==> src/rtl/instr_fetch_unit.sv <==
// Purpose: holds the fetch PC, issues in-order imem requests and buffers responses for decode; redirects flush.
// Latency: a response sampled at edge N is on out_* right after edge N (registered FIFO, no bypass).
// Backpressure: out_ready low fills the FIFO; request issue is credit-limited so responses never stall.
module instr_fetch_unit #(
  parameter logic [31:0] RESET_PC = 32'h0000_0000,
  parameter int          DEPTH    = 4,
  parameter int          MAX_OUT  = 2
) (
  input  logic        clock,
  input  logic        start,
  input  logic        redirect_valid,
  input  logic [31:0] redirect_pc,
  output logic        imem_req_valid,
  input  logic        imem_req_ready,
  output logic [31:0] imem_req_addr,
  input  logic        imem_rsp_valid,
  input  logic [31:0] imem_rsp_data,
  output logic        out_valid,
  input  logic        out_ready,
  output logic [31:0] out_instr,
  output logic [31:0] out_pc
);

  localparam int PW = (DEPTH > 1) ? $clog2(DEPTH) : 1;
  localparam int CW = $clog2(DEPTH + 1);
  localparam int IW = $clog2(MAX_OUT + 1);
  localparam int SW = ((CW > IW) ? CW : IW) + 1;

  logic [31:0]   pc;
  logic [31:0]   rsp_pc;
  logic [IW-1:0] inflight;
  logic [IW-1:0] drop;
  logic [CW-1:0] count;
  logic [PW-1:0] rd_ptr;
  logic [PW-1:0] wr_ptr;
  logic [31:0]   fifo_instr [DEPTH];
  logic [31:0]   fifo_pc    [DEPTH];

  logic [SW-1:0] credit_used;
  logic          fire;
  logic          pop;
  logic          push;

  // Credit accounting: FIFO slots already claimed by buffered words plus
  // requests whose responses will be kept. Issue only while a slot is free,
  // so a response can always be accepted without stalling memory.
  always_comb begin
    credit_used    = SW'(count) + SW'(inflight) - SW'(drop);
    imem_req_valid = start & ~redirect_valid
                   & (inflight < IW'(MAX_OUT))
                   & (credit_used < SW'(DEPTH));
    imem_req_addr  = pc;
    fire           = imem_req_valid & imem_req_ready;
    out_valid      = (count != '0);
    pop            = out_valid & out_ready;
    // A response landing in the redirect cycle belongs to the old stream.
    push           = imem_rsp_valid & (drop == '0) & ~redirect_valid;
    out_instr      = out_valid ? fifo_instr[rd_ptr] : 32'h0;
    out_pc         = out_valid ? fifo_pc[rd_ptr]    : 32'h0;
  end

  // Control state: PC, outstanding/discard counters and FIFO pointers.
  always_ff @(posedge clock) begin
    if (!start) begin
      pc       <= RESET_PC;
      rsp_pc   <= RESET_PC;
      inflight <= '0;
      drop     <= '0;
      count    <= '0;
      rd_ptr   <= '0;
      wr_ptr   <= '0;
    end else begin
      // fire is never set in a redirect cycle, so this holds for both paths.
      inflight <= inflight + IW'(fire) - IW'(imem_rsp_valid);
      if (redirect_valid) begin
        pc       <= redirect_pc;
        rsp_pc   <= redirect_pc;
        // Everything still outstanding after this edge is from the old path.
        drop     <= inflight - IW'(imem_rsp_valid);
        count    <= '0;
        rd_ptr   <= '0;
        wr_ptr   <= '0;
      end else begin
        if (fire) begin
          pc <= pc + 32'd4;
        end
        if (imem_rsp_valid && (drop != '0)) begin
          drop <= drop - IW'(1);
        end
        if (push) begin
          wr_ptr <= wr_ptr + PW'(1);
          rsp_pc <= rsp_pc + 32'd4;
        end
        if (pop) begin
          rd_ptr <= rd_ptr + PW'(1);
        end
        count <= count + CW'(push) - CW'(pop);
      end
    end
  end

  // FIFO storage: payload only, validity is tracked by count.
  always_ff @(posedge clock) begin
    if (push) begin
      fifo_instr[wr_ptr] <= imem_rsp_data;
      fifo_pc[wr_ptr]    <= rsp_pc;
    end
  end

endmodule

==> config.mk <==
export PLATFORM = sky130hd
export DESIGN_NAME = instr_fetch_unit
export DESIGN_NICKNAME = d
export VERILOG_FILES = /design/src/rtl/instr_fetch_unit.sv
export SDC_FILE = /design/constraint.sdc
export NUM_CORES = 1
export LEC_CHECK = 0
export ABC_AREA = 1
export CAP_MARGIN = 20
export CORE_ASPECT_RATIO = 0.75
export CORE_UTILIZATION = 55
export DETAILED_ROUTE_END_ITERATION = 7
export DONT_BUFFER_PORTS = 1
export PLACE_DENSITY = 0.7
export SYNTH_ARGS = -nofsm -noshare
export SYNTH_HDL_FRONTEND = slang
export SYNTH_SLANG_ARGS = --single-unit
==> constraint.sdc <==
create_clock -name clock -period 9.6 [get_ports clock]
set_clock_uncertainty 0.15 [all_clocks]
set_input_delay 0.48 -clock clock [delete_from_list [all_inputs] [get_ports clock]]
set_output_delay 0.48 -clock clock [all_outputs]
set_load 0.02 [all_outputs]
Word level (Yosys, flattened, before mapping). Memories as Yosys holds them, arrays and structs flattened. A register that Yosys moved wholly into a read port is not among the register bits. Index checks and enable logic that the tools add are counted. Widths: inputs -> output; s select.

Logic and storage cells: 54. Output and inout port bits: 98. Input bits: 70. Bits in registers: 75. Memories: 2. Bits in writable memories: 256. Latch bits: 0. Bits in read-only memories: 0.

Shift-type cells: 0. Mux-type cells: 14. Bitwise gates (word level): 9. Eq/ne operators: 0. Multiply operators: 0. Div/mod/pow operators: 0. Reduce and logical (&&, ||, !) cells: 8. Magnitude comparators: 2. $add $sub $neg: 12.

Memories: fifo_instr (depth 4, width 32, rd ports 1, clocked after Yosys merged registers in 1, write ports 1, RTL line 36) `logic [31:0] fifo_instr [DEPTH];`; fifo_pc (depth 4, width 32, rd ports 1, clocked after Yosys merged registers in 1, write ports 1, RTL line 37) `logic [31:0] fifo_pc [DEPTH];`.

Operators by type and width (number): $mux 32 (6); $add 32x3->32 const B (2); $mux 2 (6); $reduce_bool 2->1 (4); $and 1x1->1 (7); $add 2x1->2 const B (2); $add 3x2->4 (1); $lt 4x3->1 const B (1); $sub 2x1->2 (2); $sub 4x2->4 (1); $add 3x1->3 (1); $reduce_bool 3->1 (1); $sub 3x1->3 (1); $add 2x1->2 (1); $logic_not 2->1 (1); $lt 2x2->1 const B (1); $mux 1 (2); $not 1->1 (2); $reduce_or 2->1 (1); $sub 2x1->2 const B (1); $logic_and 1x1->1 (1).

Longest topological paths before layout. Gate-level depths: netlist (run 1).

Word-level depth: 7. Gate-level depth with buffers: 15. Gate-level depth less buffers: 15.

Worst setup path after synthesis (run 1). OpenSTA, ideal clock, no wires.

Path type: register -> register. Start point: reg drop[1]. End point: mem fifo_instr[0][0] (enable). Data arrival time: 3.722 ns. Period minus slack after synthesis: 4.358 ns. Buffers on the path: 0. Stages on the path, launching flop included: 7. Data required time: 8.964 ns. Setup slack: 5.242 ns. Setup time: 0.486 ns. Cells stage by stage: dfxtp_1 -> inv_1 -> ha_1 -> nand2_1 -> nor2_1 -> inv_2 -> nor2_1.

Cells in the longest elaborated chain, start to end: 5.

RTL lines: from (decl) (RTL line 32) `logic [IW-1:0] drop;`; from (signal assigned) (RTL line 79) `drop <= inflight - IW'(imem_rsp_valid);`; from (signal assigned) (RTL line 88) `drop <= drop - IW'(1);`; $logic_not 2->1 (RTL line 57) `push = imem_rsp_valid & (drop == '0) & ~redirect_valid;`; $and 1x1->1 (2 in a row) (RTL line 57); $mux 1 (RTL line 104) `if (push) begin`; $mux 1 (not written as such) (RTL line 105) `fifo_instr[wr_ptr] <= imem_rsp_data;`; to (decl) (RTL line 36).

Every way passes these cells.

Worst setup path after layout (run 1).
Start point: reg inflight[1]. End point: out imem_req_valid.

Cells in the longest elaborated chain, start to end: 4. Elaborated cells on any way between the ends: 6. Classes of those cells: 2 x add/sub; 2 x order compare; 2 x bitwise.

RTL lines: from (decl) (RTL line 31) `logic [IW-1:0] inflight;`; from (signal assigned) (RTL line 74) `inflight <= inflight + IW'(fire) - IW'(imem_rsp_valid);`; $add 3x2->4 (RTL line 48) `credit_used = SW'(count) + SW'(inflight) - SW'(drop);`; $sub 4x2->4 (RTL line 48); $lt 4x3->1 (RTL line 51) `& (credit_used < SW'(DEPTH));`; $and 1x1->1 (*) (RTL line 51); to (decl) (RTL line 13) `output logic imem_req_valid,`.

Mark *: on every way between the ends. The rest lies on a longest branch, timed or not.

==> summary.md, run 1 <==
| Metric | Value |
|---|---|
| Outcome | complete, no violations |
| WL final | 36,400 um |
| Cell Area, Synth | roughly 0.015 mm2 |
| Layout cells sized above 1 | 4.88% |
| Vias in the first global route | 9,865 |
| CTS tree | built |
| Worst path slowest cell | fa_1 |
| H-tree depth | 2 |
| Vias per cell | 5.63 |
| Filler instances | 2,125 |
| Yosys warnings | 0 |
| Total global-route track usage | 26.1% |
| Peak supply drop | ~0.00013 V |
| Synth Instances | roughly 1,600 |
| Multi-input logic area | approximately 0.005 mm2 |
| I/O pin count | approximately 170 |
| Crit Path Class | register to primary output |
| Worst slack at placement | 6.50 ns |
| Final hold vios | 0 |
| Core area | 0.0262 mm2 |
| Ant. Diodes | 0 |
| Period utilisation layout | 34.0% |
| FF+latch area | 0.00923 mm2 |
| Post-synthesis register bit count | 333 |
| Die Y | 144 um |
| Pin count of the biggest net entering global routing | 129 |
| Final setup viols | 0 |
| Leakage | 5.97 nW |
| Sequential-to-total area share from yosys stat | 62.2% |
| Die width | approximately 190 um |
| Final Wtd Congestion | between 0.9 and 1 |
| Setup_tns | 0 ns |
| DIE AREA | 0.0277 mm2 |
| Global-route met1 utilization | between 30% and 40% |
| CP Max Fanout | 4 |
| Syn Area/Cell | 9.29 um2 |
| Dpl hpwl | about 22,000 um |
| Initial Utilization | approximately 57% |
| R2r startpoint | inflight[1]$_SDFF_PN0_ |
| Post-synthesis net count | 1,686 |
| 1st-iter DRT viols | between 900 and 1,000 |
| Final non-filler cell total | 1,982 |
| Worst endpoint required time | 8.97 ns |
| Final ANT Viol Nets | 0 |
| CTS buffer count | 35 |
| Post-cts gate resize count | 0 |
| GRT Residual Overflow | 0 |
| GRT met2 Usage | roughly two fifths |
| Tmin final | between 3 and 4 ns |
| Crit path max-delay family | adder cells |
| Endpoint class of the critical path | primary output |
| Root Buffer | clkbuf_16 |
| Clock slew at reported path FFs | 0.06 ns |
| Post-DR wirelength/cell | around 18 um |
| Fin nets | 1,698 |
| Critical path launch point type | register |
| Worst path cell trace | inv_1 > fa_1 > inv_1 > ha_1 > nand3_1 > nand3_1 > a21oi_2 > and2_1 |
| Worst skew pair latency | 0.53 ns |
| Min-delay src | redirect_pc[18] |
| Power density cells | ~190 mW/mm2 |
| Via count | about 11,000 |
| RSZ-0062 raised after global routing | no |
| WP buf/inv | 2 |
| Max incr delay on CP | about 0.54 ns |
| Port bufs | 0 |
| Crit path from | inflight[1]$_SDFF_PN0_ |
| Postcts setup bufs | 0 |
| Maximum Capacitance Violations | 0 |
| Sink Count | 333 |
| Min-delay worst type | input pin to register |
| Arrival @ worst endpoint | 2.63 ns |
| Synth cell types | 31 |
| DRC violations left | 0 |
| Site Rows | slightly above 50 |
| Router iterations before antenna repair | 6 |
| Layout area overhead | 11.7% |
| Fin worst setup slack | ~6.3 ns |
| Fmax | just over 0.3 GHz |
| Least-Margin Pin Slew | a little over 1 ns |
| Fin. max-slew vios | 0 |
| First-pass GRT wire length | 55,300 um |
| Most Used Layer, Global Route | met2 |
| Relative slew slack | about a third |
| GR met3 Demand/Resource | 5.44% |
| Post-Place Cells | 1,881 |
| Initial antenna violation count | 0 |
| CTS max path bufs | 3 |
-- synthesized netlist by cell type --
cell / n / area share (%)
nor2_1: 390 / 9.9
edfxtp_1: 256 / 52
nand2_1: 253 / 6.4
o21ai_0: 184 / 6.2
a21oi_1: 118 / 4.0
inv_1: 105 / 2.7
dfxtp_1: 77 / 10
nand3_1: 50 / 1.7
clkbuf_1: 45 / 1.1
buf_1: 19 / 0.48
ha_1: 15 / 1.3
xor2_1: 14 / 0.83
a31oi_1: 11 / 0.46
nand4_1: 10 / 0.42
nor3_1: 9 / 0.30
o21ai_1: 9 / 0.30
buf_2: 5 / 0.17
xnor2_1: 5 / 0.29
inv_2: 4 / 0.10
o22ai_1: 4 / 0.17
buf_6: 3 / 0.23
nor2_2: 3 / 0.13
fa_1: 2 / 0.27
a21o_1: 1 / 0.051
a21oi_2: 1 / 0.059
and2_1: 1 / 0.042
clkbuf_2: 1 / 0.034
mux2i_1: 1 / 0.067
nand2_4: 1 / 0.076
nand3_4: 1 / 0.12
o221ai_1: 1 / 0.059
-- final cells by class --
cell class / instances / area share (%)
flip-flops and latches: 333 / 55.7
multi-input cells: 1084 / 29.8
clock buffers: 42 / 5.57
repair buffers: 48 / 3.05
well taps: 344 / 2.60
inverters: 109 / 2.47
clock inverters: 22 / 0.815
-- logic make-up (layout without fill, tap and decap cells) --
logic type / after synthesis / count (layout) / synth area share, %
buf+inv: 182 / 221 / 4.80
compound gates: 329 / 329 / 11.3
mux: 1 / 1 / 0.0674
flops: 333 / 333 / 62.2
fa+ha+maj: 17 / 17 / 1.53
simple gates: 718 / 718 / 19.0
xor+xnor: 19 / 19 / 1.12
-- through the flow --
stage | total power [mW] | cell area (um2) | util [%] | hold slack (ns)
after floorplan | 1.85 | 14800 | - | 0.286
after global placement | 1.91 | 15100 | 57.6 | 0.292
after detailed placement | 1.92 | 15100 | 57.6 | 0.322
after CTS | 3.17 | 16500 | 62.9 | 0.00385
after global routing | 3.27 | 16600 | 63.2 | 0.00250
final | 3.15 | 16600 | 63.2 | 0.00939
-- path summary, 6_finish.rpt --
check | slack, ns | depth (start not counted) | to
setup / recovery | 6.34 | 8 | imem_req_valid
hold reg to reg | 0.33 | 2 | register
setup reg to reg | 6.46 | 14 | inflight[1]$_SDFF_PN0_
hold / removal | 0.009 | 2 | rsp_pc[18]$_SDFFE_PN0N_
-- sequential cells by signal, indices dropped and copies added (netlist names), named ones only --
signal / cells
fifo_instr: 128
fifo_pc: 128
imem_req_addr: 32
rsp_pc: 32
count: 3
drop: 2
inflight: 2
rd_ptr: 2
wr_ptr: 2
-- per-layer routing --
metal	vias to the layer above	wire length [um]
met1	5263	16200
li1	5402	-
met3	63	3210
met2	421	16200
met5	-	0
met4	0	821
-- power breakdown --
group | leakage, nW | total [mW] | internal, mW | switching, mW
Sequential | 2.99 | 1.66 | 1.60 | 0.0597
Clock | 0.509 | 1.24 | 0.694 | 0.551
Combinational | 2.46 | 0.252 | 0.0726 | 0.179
-- placed cells by master (no fill, tap or decap), types with 4 or more instances in the layout --
cell / count
nor2_1: 386
edfxtp_1: 256
nand2_1: 253
o21ai_0: 184
a21oi_1: 118
inv_1: 104
dfxtp_1: 75
nand3_1: 50
clkbuf_16: 36
dlygate4sd3_1: 34
ha_1: 15
xor2_1: 14
a31oi_1: 11
buf_4: 11
nand4_1: 10
clkinv_1: 10
o21ai_1: 9
nor3_1: 8
clkbuf_1: 6
inv_2: 5
xnor2_1: 5
clkinv_2: 5
nor2_4: 4
o22ai_1: 4
-- what timing repair did --
action / CTS / global route
setup endpoints to repair: 0 / 0
hold endpoints to repair: 160 / 0
hold buffers: 34 / 0
(Power assumes the default switching activity.)
==> run 2: changes to the inputs <==
--- a/config.mk
+++ b/config.mk
@@ -11,7 +11,7 @@
 export CORE_UTILIZATION = 55
 export DETAILED_ROUTE_END_ITERATION = 7
 export DONT_BUFFER_PORTS = 1
-export PLACE_DENSITY = 0.7
+export PLACE_DENSITY = 0.73
 export SYNTH_ARGS = -nofsm -noshare
 export SYNTH_HDL_FRONTEND = slang
 export SYNTH_SLANG_ARGS = --single-unit
==> constraint.sdc (replaced) <==
create_clock -name clock -period 2.95 [get_ports clock]
set_clock_uncertainty 0.15 [all_clocks]
set_input_delay 0.1475 -clock clock [delete_from_list [all_inputs] [get_ports clock]]
set_output_delay 0.1475 -clock clock [all_outputs]
set_load 0.02 [all_outputs]
==> run 2 against run 1 <==
  * Final area is 5.9% higher
  * Via count rose by 5.7%
  * Final cell count rose by 4.8%
  * Hold slack gained 0.19 ns
  * Clock power rose to 3.2 times the previous value
  * Total power rose to 3.3 times the previous value
  * Global-route usage rose by 1.6 points
  * Flip-flop and latch count unchanged
  * Setup slack got worse by 6.3 ns
  * Sequential power rose to 3.3 times the previous value
  * Critical endpoint is now inflight[1]$_SDFF_PN0_
==> summary.md, run 2 (synthesis results as in run 1) <==
| Metric | Value |
|---|---|
| Relative slew slack | ~42% |
| Via count | approximately 12,000 |
| Biggest regs | fifo_instr x128, fifo_pc x128 |
| Worst skew pair latency | between 0.5 and 0.6 ns |
| Port bufs | 0 |
| First-pass GRT wire length | slightly below 60,000 um |
| Internal Power | 7.83 mW |
| GRT Residual Overflow | 0 |
| Filler instances | 1,989 |
| Post-DR wirelength/cell | 18.4 um |
| Min-delay worst type | input pin to register |
| Vias in the first global route | 11,000 |
| Final non-filler cell total | a little over 2,000 |
| Net Sw Frac | approximately a quarter |
| Initial Utilization | 56.6% |
| Arrival @ worst endpoint | roughly 3.1 ns |
| Worst path slowest cell | fa_1 |
| Sink Count | 333 |
| Dpl hpwl | between 20,000 and 25,000 um |
| Worst endpoint required time | 3.20 ns |
| Initial antenna violation count | 0 |
| WL final | 38,200 um |
| Total global-route track usage | 27.7% |
| Comb power frac | 9.9% |
| CP Max Fanout | 2 |
| WP buf/inv | 3 |
| Multi-input logic area | 0.00502 mm2 |
| Worst reg-to-reg path cell count | 15 |
| Final setup viols | 0 |
| Die Y | 144 um |
| Leakage | ~6.4 nW |
| Root Buffer | clkbuf_16 |
| Worst slack at placement | ~0.012 ns |
| Site Rows | 51 |
| H-tree depth | 2 |
| Switching Power | 2.55 mW |
| Fin worst setup slack | between 0.08 and 0.09 ns |
| Die width | 192 um |
| Most frequent cells in the layout | 386 x nor2_1, 256 x edfxtp_1, 250 x nand2_1 |
| Clock power share | a little under two fifths |
| R2r startpoint | count[1]$_SDFF_PP0_ |
| Ant. Diodes | 0 |
| Final hold vios | 0 |
| Clock slew at reported path FFs | 0.06 ns |
| Period utilisation layout | 97.1% |
| Post-Place Cells | 1,927 |
| Setup slack, reg-to-reg | 0.08 ns |
| Pin count of the biggest net entering global routing | 67 |
| CTS max path bufs | 3 |
| Vias per cell | 5.67 |
| R2R Path End | inflight[1]$_SDFF_PN0_ |
| Critical path launch point type | register |
| Final Wtd Congestion | approximately 0.9 |
| Router iterations before antenna repair | 6 |
| Least-Margin Pin Slew | 0.868 ns |
| Commonest non-fill, non-tap cell in the layout | nor2_1 |
| Fin. max-slew vios | 0 |
| Post-layout util | 66.9% |
| Worst path cell trace | inv_2 > fa_1 > inv_2 > ha_4 > nand4_1 > nand2_1 > nand2_1 > nand2_2 > nand3_4 > ha_4 > inv_2 > ha_4 > xor2_1 > o21ai_1 > a21oi_1 |
| DIE AREA | 0.0277 mm2 |
| Maximum Capacitance Violations | 0 |
| Layout area overhead | 18.3% |
| Power density cells | 591 mW/mm2 |
| CTS buffer count | 34 |
| Endpoint class of the critical path | register |
| Peak supply drop | 0.000525 V |
| Setup crit end | inflight[1]$_SDFF_PN0_ |
| Fmax | 0.349 GHz |
| DRC violations left | 0 |
| FF+latch area | slightly above 0.009 mm2 |
| I/O pin count | between 150 and 200 |
| Final ANT Viol Nets | 0 |
| Crit path max-delay family | adder cells |
| CTS tree | built |
| Layout cells sized above 1 | 7.62% |
| Flop pwr share | 52.0% |
| Postcts setup bufs | 0 |
| Max incr delay on CP | around 0.54 ns |
| Crit path from | count[1]$_SDFF_PP0_ |
| Number of cells on the critical path | 15 |
| 1st-iter DRT viols | 1,121 |
| Crit Path Class | register to register |
| Tmin final | 2.87 ns |
| Core area | approximately 0.026 mm2 |
| Fin nets | roughly 1,800 |
| Outcome | complete, no violations |
==> run 2: cell types whose count changed in the layout (fill, tap and decap cells not counted), moves of 3 or more <==
| cell | previous run | this run |
|---|---|---|
| clkinvlp_4 | 3 | 0 |
| inv_1 | 104 | 101 |
| nand2_1 | 253 | 250 |
| buf_12 | 0 | 9 |
| dlygate4sd3_1 | 34 | 90 |
| clkinv_1 | 10 | 4 |
| buf_4 | 11 | 50 |
| ha_1 | 15 | 12 |
| ha_4 | 0 | 3 |
| clkbuf_1 | 6 | 12 |
| nand2_2 | 0 | 3 |
| buf_16 | 3 | 0 |
==> run 2: layout make-up <==
class	count	share of cell area [%]
tap	344	2.45
sequential	333	52.6
timing repair buffer	149	8.30
clock buffer	47	5.25
multi-input combinational	1084	28.6
inverter	109	2.34
clock inverter	11	0.449
==> run 2: power groups by stage <==
stage               Clock (mW)  Sequential, mW  Combinational [mW]
global route              4.19            5.41                1.13
floorplan                    0            5.43               0.599
CTS                       4.01            5.39               0.961
finish                    3.96            5.40                1.03
global placement             0            5.48               0.791
detailed placement           0            5.49               0.815
==> run 2: worst min-delay path by stage <==
stage	startpoint	endpoint	cells past startpoint
finish	imem_rsp_data[18]	fifo_instr[3][18]$_DFFE_PP_	1
global route	imem_rsp_data[18]	fifo_instr[1][18]$_DFFE_PP_	1
CTS	imem_rsp_data[18]	fifo_instr[3][18]$_DFFE_PP_	1
detailed placement	imem_rsp_data[30]	fifo_instr[1][30]$_DFFE_PP_	0
global placement	start	inflight[0]$_SDFF_PN0_	2
floorplan	imem_rsp_data[0]	fifo_instr[0][0]$_DFFE_PP_	0
==> run 2: per-stage QoR <==
| step | TNS (ns) | hold slack [ns] | area, um2 | power (mW) |
|---|---|---|---|---|
| finish | 0 | 0.195 | 17600 | 10.4 |
| CTS | 0 | 0.182 | 17500 | 10.4 |
| global route | -0.0654 | 0.192 | 17600 | 10.7 |
| detailed placement | 0 | 0.0965 | 15500 | 6.30 |
| global placement | 0 | 0.0952 | 15500 | 6.27 |
| floorplan | -89.46 | 0.0964 | 14900 | 6.03 |
==> run 2: per-layer routing <==
metal | part of all wire [%] | track usage (%) | wire, um | vias to the layer above
met4 | 2.6 | 8.77 | 974 | 0
met3 | 9.2 | 4.76 | 3510 | 75
met5 | 0 | 0 | 0 | -
met2 | 46 | 44.3 | 17500 | 530
met1 | 43 | 38.7 | 16200 | 5577
li1 | - | - | - | 5603
==> run 2: what timing repair did <==
action / in CTS / in global routing
hold buffers: 92 / 0
endpoints found under the setup margin: 0 / 28
endpoints found under the hold margin: 205 / 0
gates resized for setup: 0 / 21
==> run 3: changes to the inputs <==
--- a/config.mk
+++ b/config.mk
@@ -8,10 +8,12 @@
 export ABC_AREA = 1
 export CAP_MARGIN = 20
 export CORE_ASPECT_RATIO = 0.75
+export CORE_MARGIN = 3
 export CORE_UTILIZATION = 55
+export CTS_BUF_LIST = sky130_fd_sc_hd__clkbuf_4 sky130_fd_sc_hd__clkbuf_8
 export DETAILED_ROUTE_END_ITERATION = 7
 export DONT_BUFFER_PORTS = 1
-export PLACE_DENSITY = 0.73
+export PLACE_DENSITY = 0.7
 export SYNTH_ARGS = -nofsm -noshare
 export SYNTH_HDL_FRONTEND = slang
 export SYNTH_SLANG_ARGS = --single-unit
==> constraint.sdc (replaced) <==
create_clock -name clock -period 3 [get_ports clock]
set_clock_uncertainty 0.15 [all_clocks]
set_input_delay 0.15 -clock clock [delete_from_list [all_inputs] [get_ports clock]]
set_output_delay 0.15 -clock clock [all_outputs]
set_load 0.02 [all_outputs]
==> run 3 against run 2 <==
  * Total power down 3.4%
  * Setup slack improved by 0.00076 ns
  * Global-route usage down 2.2 points
  * Register-to-register slack barely moved
  * Via count decreased by 0.33%
  * Critical path type unchanged
  * Critical endpoint unchanged
==> summary.md, run 3 (synthesis results as in run 1) <==
| Metric | Value |
|---|---|
| Final hold vios | 0 |
| R2R Path End | inflight[1]$_SDFF_PN0_ |
| WL final | 38,000 um |
| DRC violations left | 0 |
| CTS tree | built |
| Final setup viols | 0 |
| Die width | ~200 um |
| Critical path launch point type | register |
| Via count | 11,700 |
| Hold Path Stages | 3 |
| Commonest non-fill, non-tap cell in the layout | nor2_1 |
| Filler instances | 2,038 |
| Tmin final | 2.91 ns |
| Worst reg-to-reg path cell count | 15 |
| CTS max path bufs | 3 |
| Final ANT Viol Nets | 0 |
| Total global-route track usage | about a quarter |
| Least-Margin Pin Slew | 1.01 ns |
| Initial antenna violation count | 0 |
| Worst Hold End | drop[1]$_SDFFE_PN0P_ |
| Dpl hpwl | 23,000 um |
| Initial Utilization | 56.6% |
| Fin. max-slew vios | 0 |
| Min-delay worst type | input pin to register |
| GRT Residual Overflow | 0 |
| H-tree depth | 2 |
| Relative slew slack | 32.2% |
| CTS buffer count | 50 |
| Fin worst setup slack | 0.0852 ns |
| Post-DR wirelength/cell | 18.1 um |
| Endpoint class of the critical path | register |
| Setup slack, reg-to-reg | 0.09 ns |
| Worst slack at placement | a little over 0.07 ns |
| Worst endpoint required time | 3.33 ns |
| Pin count of the biggest net entering global routing | 77 |
| FF+latch area | slightly above 0.009 mm2 |
| Clock slew at reported path FFs | 0.06 ns |
| Worst skew pair latency | between 0.5 and 0.6 ns |
| Worst path slowest cell | fa_1 |
| Port bufs | 0 |
| Site Rows | a little over 50 |
| Layout area overhead | 18.0% |
| CP Max Fanout | 2 |
| R2r startpoint | count[1]$_SDFF_PP0_ |
| Fmax | 0.343 GHz |
| Root Buffer | clkbuf_8 |
| Ant. Diodes | 0 |
| Leakage | 6.48 nW |
| Crit Path Class | register to register |
| Peak supply drop | 0.000393 V |
| Vias in the first global route | between 10,000 and 15,000 |
| Power density cells | 572 mW/mm2 |
| Outcome | complete, no violations |
| Arrival @ worst endpoint | 3.25 ns |
| Die Y | 148 um |
| DIE AREA | 0.0290 mm2 |
| Multi-input logic area | 0.00498 mm2 |
| Worst path cell trace | inv_2 > fa_1 > inv_2 > ha_4 > nand3_2 > nand2_1 > nand2_1 > a21oi_2 > nand3_4 > ha_4 > inv_1 > ha_1 > xor2_1 > o21ai_1 > a21oi_2 |
| 1st-iter DRT viols | around 940 |
| Sink Count | 333 |
| Most frequent cells in the layout | 385 x nor2_1, 256 x edfxtp_1, 252 x nand2_1 |
| Setup_tns | 0 ns |
| Router iterations before antenna repair | 6 |
| Layout cells sized above 1 | under 10% |
| Vias per cell | between 5 and 6 |
| Crit path from | count[1]$_SDFF_PP0_ |
| Biggest regs | fifo_instr x128, fifo_pc x128 |
| I/O pin count | 168 |
| Min-delay src | start |
| First-pass GRT wire length | 59,500 um |
| Max incr delay on CP | 0.54 ns |
| Fin nets | around 1,800 |
| Maximum Capacitance Violations | 0 |
| Final Wtd Congestion | 0.914 |
| Period utilisation layout | 97.2% |
| Core area | approximately 0.026 mm2 |
[run 3: cell types whose count changed in the layout (fill, tap and decap cells not counted), sizes merged]
cell and delta:
bufinv +1, clkinvlp +1, clkinv +5, clkbuf +27
buf -11, dlygate4sd3 +7
[run 3: worst max-delay path, delay by kind of cell, from the launching register on]
family          cells  cell delay (ns)
fa+ha+maj           4             1.25
flops               1             0.33
buf+inv             3             0.12
simple gates        4             0.31
xor+xnor            1             0.21
compound gates      3             0.46
[run 3: metrics by stage]
stage	instances	utilization, %	power, mW	hold slack (ns)	area, um2
6_report	2107	66.8	10.0	0.0994	17500
5_1_grt	2107	66.8	10.4	0.107	17500
4_1_cts	2106	66.6	10.1	0.0581	17500
3_5_place_dp	1915	58.9	6.19	0.0990	15400
3_3_place_gp	1915	58.9	6.16	0.0972	15400
2_1_floorplan	1599	-	5.93	0.0989	14900
[run 3: metal layers]
metal  up-vias  part of all wire, %  wire [um]  global-route usage [%]
li1       5630                    -          -                       -
met5         -                    0          0                       0
met3        59                  8.2       3140                    4.91
met1      5573                   44      16600                    36.4
met4         0                  1.7        653                    6.56
met2       484                   46      17600                    40.8
[run 3: power breakdown]
group / leakage, nW / internal [mW] / switching [mW] / total, mW
clock: 0.541 / 2.06 / 1.69 / 3.75
combinational: 2.95 / 0.349 / 0.631 / 0.981
sequential: 2.99 / 5.12 / 0.186 / 5.30
[run 3: layout make-up]
class	count	share of cell area, %
clock buffer	74	5.03
tap	344	2.46
clock inverter	18	0.778
sequential	333	52.7
timing repair buffer	145	8.24
multi-input combinational	1084	28.4
inverter	109	2.34
[run 3: repair_timing]
item | CTS | global route
resized for setup | 0 | 15
setup endpoints to repair | 0 | 14
setup buffers | 0 | 1
hold endpoints to repair | 205 | 0
hold buffers | 99 | 0
[run 3: worst max path at each step]
stage,end,slack [ns],depth (start not counted)
floorplan,fifo_instr[0][0]$_DFFE_PP_,-0.30,6
global placement,inflight[1]$_SDFF_PN0_,0.21,14
detailed placement,inflight[1]$_SDFF_PN0_,0.07,14
CTS,inflight[1]$_SDFF_PN0_,0.05,14
global route,inflight[1]$_SDFF_PN0_,-0.03,15
finish,inflight[1]$_SDFF_PN0_,0.09,15
